`src/rtl/alarm_clock_pkg.sv`:
```
// Shared definitions for the alarm clock: set-field encoding and BCD limits.
package alarm_clock_pkg;

    typedef enum logic [1:0] {
        FIELD_SEC  = 2'd0,
        FIELD_MIN  = 2'd1,
        FIELD_HOUR = 2'd2,
        FIELD_NONE = 2'd3
    } set_field_e;

    localparam logic [7:0] SEC_MAX  = 8'h59;
    localparam logic [7:0] MIN_MAX  = 8'h59;
    localparam logic [7:0] HOUR_MAX = 8'h23;

endpackage

```
`src/rtl/bcd_mod_counter.sv`:
```
// Two-digit packed-BCD counter that wraps MAX -> 00.
// next_o exposes the value the counter will take on this edge so the
// parent can compare against it without waiting a cycle.
module bcd_mod_counter #(
    parameter logic [7:0] MAX       = 8'h59,
    parameter logic [7:0] RESET_VAL = 8'h00
) (
    input  logic       clk_i,
    input  logic       clr_i,
    input  logic       inc_i,
    output logic [7:0] value_o,
    output logic [7:0] next_o,
    output logic       wrap_o
);

    logic [7:0] value_q, value_d;
    logic       wrap_q,  wrap_d;

    // BCD increment: MAX wraps to 00, a low digit of 9 carries into the high digit
    always_comb begin
        value_d = value_q;
        wrap_d  = 1'b0;
        if (inc_i) begin
            if (value_q == MAX) begin
                value_d = 8'h00;
                wrap_d  = 1'b1;
            end else if (value_q[3:0] == 4'd9) begin
                value_d = {value_q[7:4] + 4'd1, 4'd0};
            end else begin
                value_d = {value_q[7:4], value_q[3:0] + 4'd1};
            end
        end
    end

    // Value and wrap flag registered together so the wrap lines up with 00
    always_ff @(posedge clk_i) begin
        if (clr_i) begin
            value_q <= RESET_VAL;
            wrap_q  <= 1'b0;
        end else begin
            value_q <= value_d;
            wrap_q  <= wrap_d;
        end
    end

    assign value_o = value_q;
    assign next_o  = value_d;
    assign wrap_o  = wrap_q;

endmodule

```
`src/rtl/tod_counter.sv`:
```
// 24-hour HH:MM:SS time-of-day keeper in packed BCD with a time-set mode,
// carry pulses for downstream logic and a registered alarm-match pulse.
module tod_counter
    import alarm_clock_pkg::*;
#(
    parameter logic [7:0] RESET_HH = 8'h00,
    parameter logic [7:0] RESET_MM = 8'h00
) (
    input  logic       clk,
    input  logic       reset_sync,
    input  logic       sec_inc,
    input  logic       set_en,
    input  logic [1:0] set_field,
    input  logic       set_up,
    input  logic       alarm_en,
    input  logic [7:0] alarm_hh,
    input  logic [7:0] alarm_mm,
    output logic [7:0] hours,
    output logic [7:0] mins,
    output logic [7:0] secs,
    output logic       min_tick,
    output logic       hour_tick,
    output logic       day_tick,
    output logic       alarm_fire
);

    set_field_e fld;
    logic       run_inc;
    logic       sec_en, min_en, hour_en;
    logic [7:0] sec_nxt, min_nxt, hour_nxt;
    logic       sec_wrap, min_wrap, hour_wrap;
    logic       run_q;
    logic       alarm_q;

    assign fld     = set_field_e'(set_field);
    // sec_inc is dropped entirely while set_en is high
    assign run_inc = sec_inc & ~set_en;

    // Mode mux: set mode bumps one field with no carry, run mode chains carries
    always_comb begin
        sec_en  = 1'b0;
        min_en  = 1'b0;
        hour_en = 1'b0;
        if (set_en) begin
            sec_en  = set_up && (fld == FIELD_SEC);
            min_en  = set_up && (fld == FIELD_MIN);
            hour_en = set_up && (fld == FIELD_HOUR);
        end else begin
            sec_en  = sec_inc;
            min_en  = sec_inc && (secs == SEC_MAX);
            hour_en = sec_inc && (secs == SEC_MAX) && (mins == MIN_MAX);
        end
    end

    bcd_mod_counter #(.MAX(SEC_MAX), .RESET_VAL(8'h00)) u_sec (
        .clk_i(clk), .clr_i(reset_sync), .inc_i(sec_en),
        .value_o(secs), .next_o(sec_nxt), .wrap_o(sec_wrap)
    );

    bcd_mod_counter #(.MAX(MIN_MAX), .RESET_VAL(RESET_MM)) u_min (
        .clk_i(clk), .clr_i(reset_sync), .inc_i(min_en),
        .value_o(mins), .next_o(min_nxt), .wrap_o(min_wrap)
    );

    bcd_mod_counter #(.MAX(HOUR_MAX), .RESET_VAL(RESET_HH)) u_hour (
        .clk_i(clk), .clr_i(reset_sync), .inc_i(hour_en),
        .value_o(hours), .next_o(hour_nxt), .wrap_o(hour_wrap)
    );

    // Run-mode qualifier for the wrap flags, plus the alarm compare on the post-edge time
    always_ff @(posedge clk) begin
        if (reset_sync) begin
            run_q   <= 1'b0;
            alarm_q <= 1'b0;
        end else begin
            run_q   <= run_inc;
            alarm_q <= run_inc && alarm_en && (sec_nxt == 8'h00) &&
                       (hour_nxt == alarm_hh) && (min_nxt == alarm_mm);
        end
    end

    // Wraps caused by set_up are masked; only run-mode carries produce ticks
    assign min_tick   = sec_wrap  & run_q;
    assign hour_tick  = min_wrap  & run_q;
    assign day_tick   = hour_wrap & run_q;
    assign alarm_fire = alarm_q;

endmodule

```
`config.mk`:
```
export PLATFORM = sky130hd
export DESIGN_NAME = tod_counter
export DESIGN_NICKNAME = d
export VERILOG_FILES = /design/src/rtl/alarm_clock_pkg.sv /design/src/rtl/bcd_mod_counter.sv /design/src/rtl/tod_counter.sv
export SDC_FILE = /design/constraint.sdc
export NUM_CORES = 1
export LEC_CHECK = 0
export BUFFER_PORTS_ARGS = -buffer_cell sky130_fd_sc_hd__buf_2
export CORE_MARGIN = 1.5
export CORE_UTILIZATION = 28
export CTS_CLUSTER_SIZE = 10
export DETAILED_ROUTE_END_ITERATION = 10
export PLACE_DENSITY = 0.49
export SETUP_SLACK_MARGIN = 0.5
export SLEW_MARGIN = 0
export SYNTH_ARGS = -nofsm -noshare
export SYNTH_HDL_FRONTEND = slang
export SYNTH_SLANG_ARGS = --single-unit
export TNS_END_PERCENT = 20
```
`constraint.sdc`:
```
create_clock -name clk -period 2.2 [get_ports clk]
set_clock_uncertainty 0.2 [all_clocks]
set_input_delay 0.44 -clock clk [delete_from_list [all_inputs] [get_ports clk]]
set_output_delay 0.44 -clock clk [all_outputs]
set_load 0.02 [all_outputs]
```
Yosys cells after proc, flatten, opt, wreduce, memory -nomap -nowiden --
Cells that the tools add are included.
Word-level totals: word-level logic and storage cells 61, flip-flop bits (word level) 29, input port bits 24
Operators by class: equal/unequal tests 10, mux-type cells 15, bitwise logic cells 8, $add $sub $neg 6, reductions and logical operators 14
Operator list (number):
- 8-bit two-way mux | 9
- 4-bit by 1-bit adder with 4-bit output, second input constant | 6
- 8-bit by 7-bit == test with 1-bit output, second input constant | 2
- 8-bit == test | 2
- 4-bit == test, second input constant | 3
- 1-bit logical AND | 9
- 8-bit by 6-bit == test with 1-bit output, second input constant | 1
- 8-bit logical NOT | 1
- 1-bit two-way mux | 6
- 2-bit OR reduction | 3
- 1-bit AND | 4
- 1-bit NOT | 4
- 2-bit by 1-bit == test with 1-bit output, second input constant | 1
- 2-bit == test, second input constant | 1
- 2-bit logical NOT | 1

Longest topological paths before layout --
Gate-level depths: netlist of run 1.
depth after elaboration 8, gate-level depth with buffers 10

Cells and area by module --
A second synthesis of run 1 with hierarchy kept.
Unflattened totals: cell total of the unflattened synthesis 225, area, all modules 1936.9 sq um
Modules (own cells, without submodules):
- bcd_mod_counter at u_min ... | cells an instance 62, sequential area each 180.2 sq um, times used 2, area each 538.0 sq um
- bcd_mod_counter at u_hour | cells an instance 57, sequential area each 180.2 sq um, times used 1, area each 508.0 sq um
- tod_counter | cells an instance 44, sequential area each 40.0 sq um, times used 1, area each 352.8 sq um

Worst setup path before layout of run 1 --
Ideal clock, no wire load.
path type register to register, start reg u_sec.value_q[4], in the netlist u_sec.value_o[4], end reg alarm_q, in the netlist alarm_fire, data arrival time 2256 ps, setup slack -343 ps, cell stages (with the launch flop) 10, path through dfxtp_1 ha_1 and3b_1 buf_6 a31oi_4 or4_4 and3_4 a211oi_2 nand4_1 nor4_2
On the way: longest elaborated chain between the ends 8, elaborated cells on any way between the ends 17
Ends and longest elaborated chain:
- from (decl) | RTL line bcd_mod_counter.sv:16 | logic [7:0] value_q, value_d;
- from (signal assigned) | RTL line bcd_mod_counter.sv:41 | value_q <= value_d;
- 4-bit by 1-bit adder with 4-bit output or 8-bit by 7-bit == test with 1-bit output (tied branches)
- 8-bit two-way mux or 1-bit logical AND (tied branches) | RTL line bcd_mod_counter.sv:27, tod_counter.sv:50, tod_counter.sv:51
- 8-bit two-way mux or 1-bit logical AND (tied branches) | RTL line bcd_mod_counter.sv:24, tod_counter.sv:51
- 8-bit two-way mux or 1-bit two-way mux (tied branches) | RTL line bcd_mod_counter.sv:23, tod_counter.sv:44
- 8-bit logical NOT or 8-bit two-way mux (tied branches) | RTL line tod_counter.sv:77, bcd_mod_counter.sv:23
- 1-bit logical AND or 8-bit == test (tied branches) | RTL line tod_counter.sv:77, tod_counter.sv:78
- 1-bit logical AND | RTL line tod_counter.sv:77 | alarm_q <= run_inc && alarm_en && (sec_nxt == 8'h00) &&
- 1-bit logical AND (*) | RTL line tod_counter.sv:78 | (hour_nxt == alarm_hh) && (min_nxt == alarm_mm);
- to (signal assigned) | RTL line tod_counter.sv:77
- to (decl) | RTL line tod_counter.sv:33 | logic alarm_q;
Mark *: on every way between the ends. The rest lies on a longest branch, timed or not. A chain may end at the register's enable or synchronous reset.

Worst setup path after layout of run 1 --
start reg u_sec.value_q[1], in the netlist u_sec.value_o[1], end reg alarm_q, in the netlist alarm_fire
On the way: longest elaborated chain between the ends 8, elaborated cells on any way between the ends 18
Ends and longest elaborated chain:
- 4-bit by 1-bit adder with 4-bit output, or another cell as far along | RTL line bcd_mod_counter.sv:30 | value_d = {value_q[7:4], value_q[3:0] + 4'd1};
- 8-bit two-way mux or 1-bit logical AND (tied branches) | RTL line bcd_mod_counter.sv:27, tod_counter.sv:50, tod_counter.sv:51
- 8-bit two-way mux or 1-bit logical AND (tied branches) | RTL line bcd_mod_counter.sv:24, tod_counter.sv:51
- 8-bit two-way mux or 1-bit two-way mux (tied branches) | RTL line bcd_mod_counter.sv:23, tod_counter.sv:44
- 8-bit logical NOT or 8-bit two-way mux (tied branches) | RTL line tod_counter.sv:77, bcd_mod_counter.sv:23
- 1-bit logical AND or 8-bit == test (tied branches) | RTL line tod_counter.sv:77, tod_counter.sv:78
- 1-bit logical AND | RTL line tod_counter.sv:77
- 1-bit logical AND (*) | RTL line tod_counter.sv:78
Marks and branches as above.

==> results of run 1 <==
==> cells by family after synthesis <==
kind of cell             Yosys count  synth area share
XOR/XNOR                          14            0.0612
flip-flops                        29             0.290
AND/OR/NAND/NOR                  106             0.323
AO/OA/AOI/OAI                     52             0.182
adder cells (fa/ha/maj)           12            0.0750
buffers and inverters             17            0.0393
multiplexers                       6            0.0300
==> flip-flops by register name (all words and copies together), names as in the netlist <==
name / count
u_sec.wrap_o: 1
u_hour.wrap_o: 1
u_min.wrap_o: 1
run_q: 1
u_min.value_o: 8
u_hour.value_o: 8
alarm_fire: 1
u_sec.value_o: 8
==> where the power goes <==
| group | internal (mW) | switching (mW) |
|---|---|---|
| Sequential | 0.528 | 0.00773 |
| Clock | 0.225 | 0.214 |
| Combinational | 0.0914 | 0.0962 |
==> synth_stat cells, types with 4 or more instances <==
library cell / n
sky130_fd_sc_hd__dfxtp_1: 29
sky130_fd_sc_hd__nor2_1: 29
sky130_fd_sc_hd__xor2_1: 11
sky130_fd_sc_hd__ha_1: 12
sky130_fd_sc_hd__a21oi_1: 14
sky130_fd_sc_hd__nand2_1: 13
sky130_fd_sc_hd__o21ai_0: 10
sky130_fd_sc_hd__nor3_1: 7
sky130_fd_sc_hd__nand3_1: 10
sky130_fd_sc_hd__nor4_1: 4
sky130_fd_sc_hd__inv_1: 12
sky130_fd_sc_hd__mux2i_1: 6
sky130_fd_sc_hd__and2_1: 4
sky130_fd_sc_hd__a211oi_1: 5
==> routing by layer <==
metal	wire length, um	up-vias	part of all wire	GRT usage
met5	0	-	0	0
met4	25	0	0.0039	0.0375
met3	181	2	0.028	0.0330
met2	3230	33	0.50	0.303
met1	2970	1024	0.46	0.206
li1	-	1129	-	-
==> area by class of cell <==
class	count	area share
flip-flops and latches	29	0.177
well taps	96	0.0350
clock buffers	8	0.0233
multi-input cells	190	0.492
repair buffers	128	0.258
inverters	12	0.0146
==> worst min-delay path by stage <==
stage                       from                end  slack (ns)  depth (start not counted)
2_1_floorplan   u_sec.value_o[4]   u_sec.value_o[4]        0.34                          2
3_3_place_gp    u_sec.value_o[1]   u_sec.value_o[1]        0.41                          4
3_5_place_dp   u_hour.value_o[7]  u_hour.value_o[7]        0.41                          3
4_1_cts              alarm_hh[0]         alarm_fire        0.26                          4
5_1_grt              alarm_hh[0]         alarm_fire        0.27                          4
6_report             alarm_hh[0]         alarm_fire        0.26                          4
==> what timing repair did <==
| action | in CTS | in global routing |
|---|---|---|
| setup endpoints to repair | 21 | 26 |
| pin swaps | 22 | 28 |
| setup buffers | 6 | 6 |
| resized for setup | 30 | 45 |
==> tightest hold or removal path, cell delays in order <==
cell,delay [ns]
sky130_fd_sc_hd__buf_2,0.08
sky130_fd_sc_hd__xor2_1,0.05
sky130_fd_sc_hd__nand3_1,0.08
sky130_fd_sc_hd__nor4_2,0.05
==> run_results.csv, run 1 <==
group,metric,value,unit
setup_path,most_used_cell_cp,"sky130_fd_sc_hd__buf_4",
power,report.power.total,1.16,mW
synthesis,synth-async-reset-ratio,0,
route,drt_pre_antenna_iters,4,
synthesis,yosysSeqAreaShare,0.290,
clocking,clk_latency,0.28,ns
timing,final_period_minus_worst_setup_slack,2.40,ns
final_layout,layout-area-overhead-vs-synth,71.5,%
place,hpwlAfterDp,4.78,mm
setup_path,critical_path.cell_chain,"inv_4 > ha_4 > and3b_2 > buf_4 > a31o_4 > mux2i_4 > xnor2_1 > nor3_1 > buf_4 > nand4_1 > nor4_2",
floorplan,floorplan.io_pins,52,
synthesis,synthDominantCellAreaShare,0.290,
setup_path,startpoint,"u_sec.value_o[1]",
setup_path,worst_reg2reg_setup_slack,-0.20,ns
floorplan,die_w,87.6,um
floorplan,design.die.area,7670,um^2
place,place.gp.congestion,0.874,
synthesis,synthesis.yosys.warnings,0,
place,dp_cells,443,
route,wirelength,6.40,mm
grt,antenna_found_initial,0,
timing,maxSlewViolCount,0,
clocking,ctsHtreeMaxLevel,2,
timing,final.hold.worst_slack,0.260,ns
route,wirelength_per_cell,13.8,um
status,status,"finished with violations",
synthesis,yosys.cell_types.count,62,
route,residual_drc,0,
route,dr_vias_cell,4.73,
grt,grt_max_degree,29,
grt,grt_first_pass_wirelength,10.0,mm
setup_path,crit_path_start_kind,"flip-flop",
final_layout,fillers,713,
power,power.static_leakage,1.48,nW
route,initialDrtViolationCount,58,
final_layout,antennaDiodeCount,0,
final_layout,drive_above_1_share,0.586,
final_layout,mostFrequentLayoutCell,"sky130_fd_sc_hd__buf_4",
power,peakVddDrop,177,uV
setup_path,cpPeakStageDelay,0.36,ns
synthesis,syn_avg_cell_area,8.49,um^2
timing,timing.setup.tns,-0.196,ns
clocking,cts-buffers-inserted,5,
clocking,cts-root-buf,"sky130_fd_sc_hd__clkbuf_8",
setup_path,path_buf_inv,3,
synthesis,synth_top_area_cell,"sky130_fd_sc_hd__dfxtp_1",
synthesis,postSynth.topFlopCell,"sky130_fd_sc_hd__dfxtp_1",
grt,grt_util_all_layers,0.168,
synthesis,mappedNetlistArea,2000,um^2
synthesis,synthesis.nets,272,
timing,fmaxAchievable,417,MHz
timing,worst_rel_slew_slack,0.728,
setup_path,critPathMaxFanout,5,
floorplan,core_area,6870,um^2
setup_path,critical_path_arrival,2.40,ns
timing,setup_repair_after_global_routing_missed_its_margin,"yes",
final_layout,final_core_utilization,0.500,
floorplan,floorplan.die.height,87.6,um
setup_path,standard_cell_with_the_maximum_stage_delay_on_the_critical_path,"sky130_fd_sc_hd__dfxtp_4",
floorplan,initial_core_util,0.292,
synthesis,synthTopCellsByArea,"sky130_fd_sc_hd__dfxtp_1, sky130_fd_sc_hd__ha_1, sky130_fd_sc_hd__nor2_1",
clocking,cts_max_path_buffers,2,
timing,worstMarginPinSlew,0.404,ns
clocking,ctsHoldBuffers,0,
setup_path,cp_num_cells,11,
status,failed_checks,"setup timing",
final_layout,stdcell_count,463,
clocking,cts_num_sinks,29,
floorplan,placementRows,30,
setup_path,worst_ep_required_time,2.20,ns
clocking,cts.reportedPaths.clkPinSlew,0.07,ns
setup_path,cpLargestDelayFamily,"simple AND/OR/NAND/NOR gates",
timing,report.final.setup_viol,1,
job,max_cap_violations,0,
final_layout,multiInputGateArea,1690,um^2
setup_path,crit_type,"flip-flop to flip-flop",
final_layout,layout.cell_area.non_filler,3440,um^2
route,detail-route-antenna-nets,0,
grt,global_route.overflow_total,0,
grt,vias_in_the_first_global_route,2130,
synthesis,synth_cells,236,
setup_path,worstSetupEndpointType,"flip-flop",
synthesis,synth.ff_latch_count,29,
place,place_worst_setup_slack,-0.284,ns
route,detailroute.via_count,2188,
synthesis,synth_edf_count,0,
place,place.port_buffers,51,
final_layout,regArea,609,um^2
final_layout,mostFrequentLayoutCells,"sky130_fd_sc_hd__buf_4, sky130_fd_sc_hd__buf_2, sky130_fd_sc_hd__nor2_1",
timing,report.final.hold_viol_count,0,
setup_path,r2r_cells,11,
setup_path,critical_path.reg2reg.startpoint,"u_sec.value_o[1]",
setup_path,timing.rr.end,"alarm_fire",
place,post_dp_cell_area,2940,um^2
setup_path,worstSetupEndpoint,"alarm_fire",
min_path,min-delay-path-class,"input pin to flip-flop",
timing,post-route-period-util,1.09,
clocking,cts_tree,"built",
timing,timing.final.ws_setup,-0.196,ns
final_layout,fin_nets,402,
power,powerDensity,338,nW/um^2
Power figures use the tool's default switching activity.
==> run 2, diff against run 1 <==
ABC_AREA = 1   (was unset)
CORE_ASPECT_RATIO = 0.75   (was unset)
SYNTH_HIERARCHICAL = 1   (was unset)
==> run 2 against run 1 <==
Compared with the run above:
- the run now ends clean
- non-clock buffer count shrank 19
- register-to-register slack gained 0.21 ns
- first-iteration DRC count grew 1.7%
- sequential cell count is the same
- synthesized area grew 4.4%
- largest power group unchanged
==> run_results.csv, run 2 <==
group,metric,value,unit
floorplan,placementRows,27,
timing,maxSlewViolCount,0,
synthesis,mappedNetlistArea,2090,um^2
route,drt_pre_antenna_iters,4,
power,power.static_leakage,1.69,nW
synthesis,synth_edf_count,0,
min_path,min-delay-path-class,"flip-flop to flip-flop",
place,hpwlAfterDp,4.75,mm
final_layout,drive_above_1_share,0.461,
synthesis,yosys.cell_types.count,32,
power,powerDensity,352,nW/um^2
grt,grt_max_degree,29,
final_layout,fin_nets,485,
synthesis,yosysSeqAreaShare,0.278,
synthesis,postSynth.topFlopCell,"sky130_fd_sc_hd__dfxtp_1",
synthesis,synth_cells,339,
synthesis,post-synth-top-count-cell,"sky130_fd_sc_hd__nand2_1",
timing,report.final.setup_viol,0,
final_layout,mostFrequentLayoutCell,"sky130_fd_sc_hd__nand2_1",
clocking,cts_max_path_buffers,2,
final_layout,mostFrequentLayoutCells,"sky130_fd_sc_hd__nand2_1, sky130_fd_sc_hd__inv_1, sky130_fd_sc_hd__buf_2",
synthesis,synth.ff_latch_count,29,
clocking,ctsHtreeMaxLevel,2,
power,peakVddDrop,200,uV
setup_path,r2r_cells,15,
synthesis,synth-async-reset-ratio,0,
timing,worst_rel_slew_slack,0.729,
final_layout,antennaDiodeCount,0,
setup_path,cpPeakStageDelay,0.17,ns
timing,setup_repair_after_global_routing_missed_its_margin,"yes",
synthesis,synthDominantCellAreaShare,0.278,
status,status,"completed",
clocking,cts.reportedPaths.clkPinSlew,0.06,ns
place,place.gp.congestion,0.880,
clocking,clk_latency,0.28,ns
route,wirelength,6.17,mm
synthesis,synthTopCellsByArea,"sky130_fd_sc_hd__dfxtp_1, sky130_fd_sc_hd__nand2_1, sky130_fd_sc_hd__inv_1",
grt,antenna_found_initial,0,
synthesis,synth_top_cells_by_count,"sky130_fd_sc_hd__nand2_1, sky130_fd_sc_hd__inv_1, sky130_fd_sc_hd__nor2_1",
min_path,worst_hold_path.num_cells,2,
place,post_dp_cell_area,2870,um^2
setup_path,cp_num_cells,17,
floorplan,floorplan.io_pins,52,
grt,vias_in_the_first_global_route,2157,
power,report.power.total,1.15,mW
floorplan,design.die.area,8000,um^2
grt,grt_first_pass_wirelength,10.1,mm
clocking,cts_tree,"built",
synthesis,synthesis.nets,373,
synthesis,synthesis.yosys.warnings,6,
clocking,cts_num_sinks,29,
timing,post-route-period-util,0.994,
clocking,cts-buffers-inserted,5,
floorplan,initial_core_util,0.287,
setup_path,worstSetupEndpointType,"flip-flop",
timing,worstMarginPinSlew,0.407,ns
route,detail-route-antenna-nets,0,
timing,fmaxAchievable,457,MHz
grt,global_route.overflow_total,0,
grt,grt_util_all_layers,0.161,
floorplan,die_w,103,um
route,dr_vias_cell,4.26,
setup_path,critPathMaxFanout,5,
setup_path,path_buf_inv,5,
floorplan,core_area,7300,um^2
route,initialDrtViolationCount,59,
timing,timing.setup.tns,0,ns
setup_path,critical_path.cell_chain,"buf_2 > inv_4 > nand2_4 > nor2_1 > nand3_4 > o21ai_2 > buf_6 > inv_4 > nor2_4 > nand3_1 > nand2_2 > inv_1 > xnor2_1 > nand2_1 > nor2_2 > nand2_1 > nor2_1",
synthesis,syn_avg_cell_area,6.17,um^2
setup_path,critical_path_arrival,2.20,ns
place,place_worst_setup_slack,-0.297,ns
synthesis,synth_top_area_cell,"sky130_fd_sc_hd__dfxtp_1",
setup_path,crit_path_start_kind,"input pin",
route,wirelength_per_cell,11.2,um
timing,final_period_minus_worst_setup_slack,2.19,ns
floorplan,floorplan.die.height,77.8,um
setup_path,standard_cell_with_the_maximum_stage_delay_on_the_critical_path,"sky130_fd_sc_hd__nor2_1",
route,detailroute.via_count,2352,
place,place.port_buffers,51,
clocking,ctsHoldBuffers,0,
job,max_cap_violations,0,
final_layout,layout-area-overhead-vs-synth,55.9,%
route,residual_drc,0,
setup_path,cpLargestDelayFamily,"simple AND/OR/NAND/NOR gates",
clocking,cts-root-buf,"sky130_fd_sc_hd__clkbuf_8",
setup_path,crit_type,"input pin to flip-flop",
timing,report.final.hold_viol_count,0,
final_layout,layout.cell_area.non_filler,3260,um^2
setup_path,worst_ep_required_time,2.21,ns
timing,timing.final.ws_setup,0.0128,ns
## run 2: worst min-delay path, stage by stage (launching register included)
cell and delay [ns]:
sky130_fd_sc_hd__dfxtp_2 0.35, sky130_fd_sc_hd__nand2_1 0.11, sky130_fd_sc_hd__a21oi_2 0.06
## run 2: where the power goes
group / switching [mW] / internal, mW
logic: 0.0877 / 0.0729
clock network: 0.202 / 0.248
registers: 0.00601 / 0.530
## run 2: worst paths after layout
path / startpoint / to / slack, ns
setup / recovery: set_en / alarm_fire / 0.01
hold reg to reg: u_sec/value_o[1] / u_sec/value_o[1] / 0.35
hold / removal: u_sec/value_o[1] / u_sec/value_o[1] / 0.35
setup reg to reg: u_min/value_o[1] / alarm_fire / 0.01
## run 2: what timing repair did
action,CTS,global route
pin swaps,10,18
gates cloned,0,0
setup buffers,4,3
gates resized for setup,23,54
endpoints found under the setup margin,17,26
## run 2: cells by family after synthesis
kind of cell               count (synthesis)  share of synthesized area
AOI/OAI and AO/OA                         19                     0.0533
xor gates and xnor gates                  10                     0.0455
adders and majority gates                 10                     0.0598
buffers and inverters                     76                      0.137
DFF                                       29                      0.278
and+or+nand+nor                          195                      0.427
## run 2: area by class of cell
cell class	instances	area, um^2
clock buffers	7	86.3
fillers	800	4040
inverters	72	275
multi-input cells	234	1460
flip-flops and latches	29	593
well taps	101	126
repair buffers	109	721
## run 2: stage by stage
step	utilization	instances	hold WS, ns
2_1_floorplan	-	339	0.312
3_3_place_gp	0.393	538	0.338
3_5_place_dp	0.393	538	0.326
4_1_cts	0.420	549	0.336
5_1_grt	0.447	552	0.367
6_report	0.447	552	0.346
## run 2: per-layer routing
metal	GRT usage	wire length, um	vias up
li1	-	-	1240
met1	0.243	3230	1070
met2	0.230	2700	40
met3	0.0360	214	2
met4	0.0365	25	0
met5	0	0	-
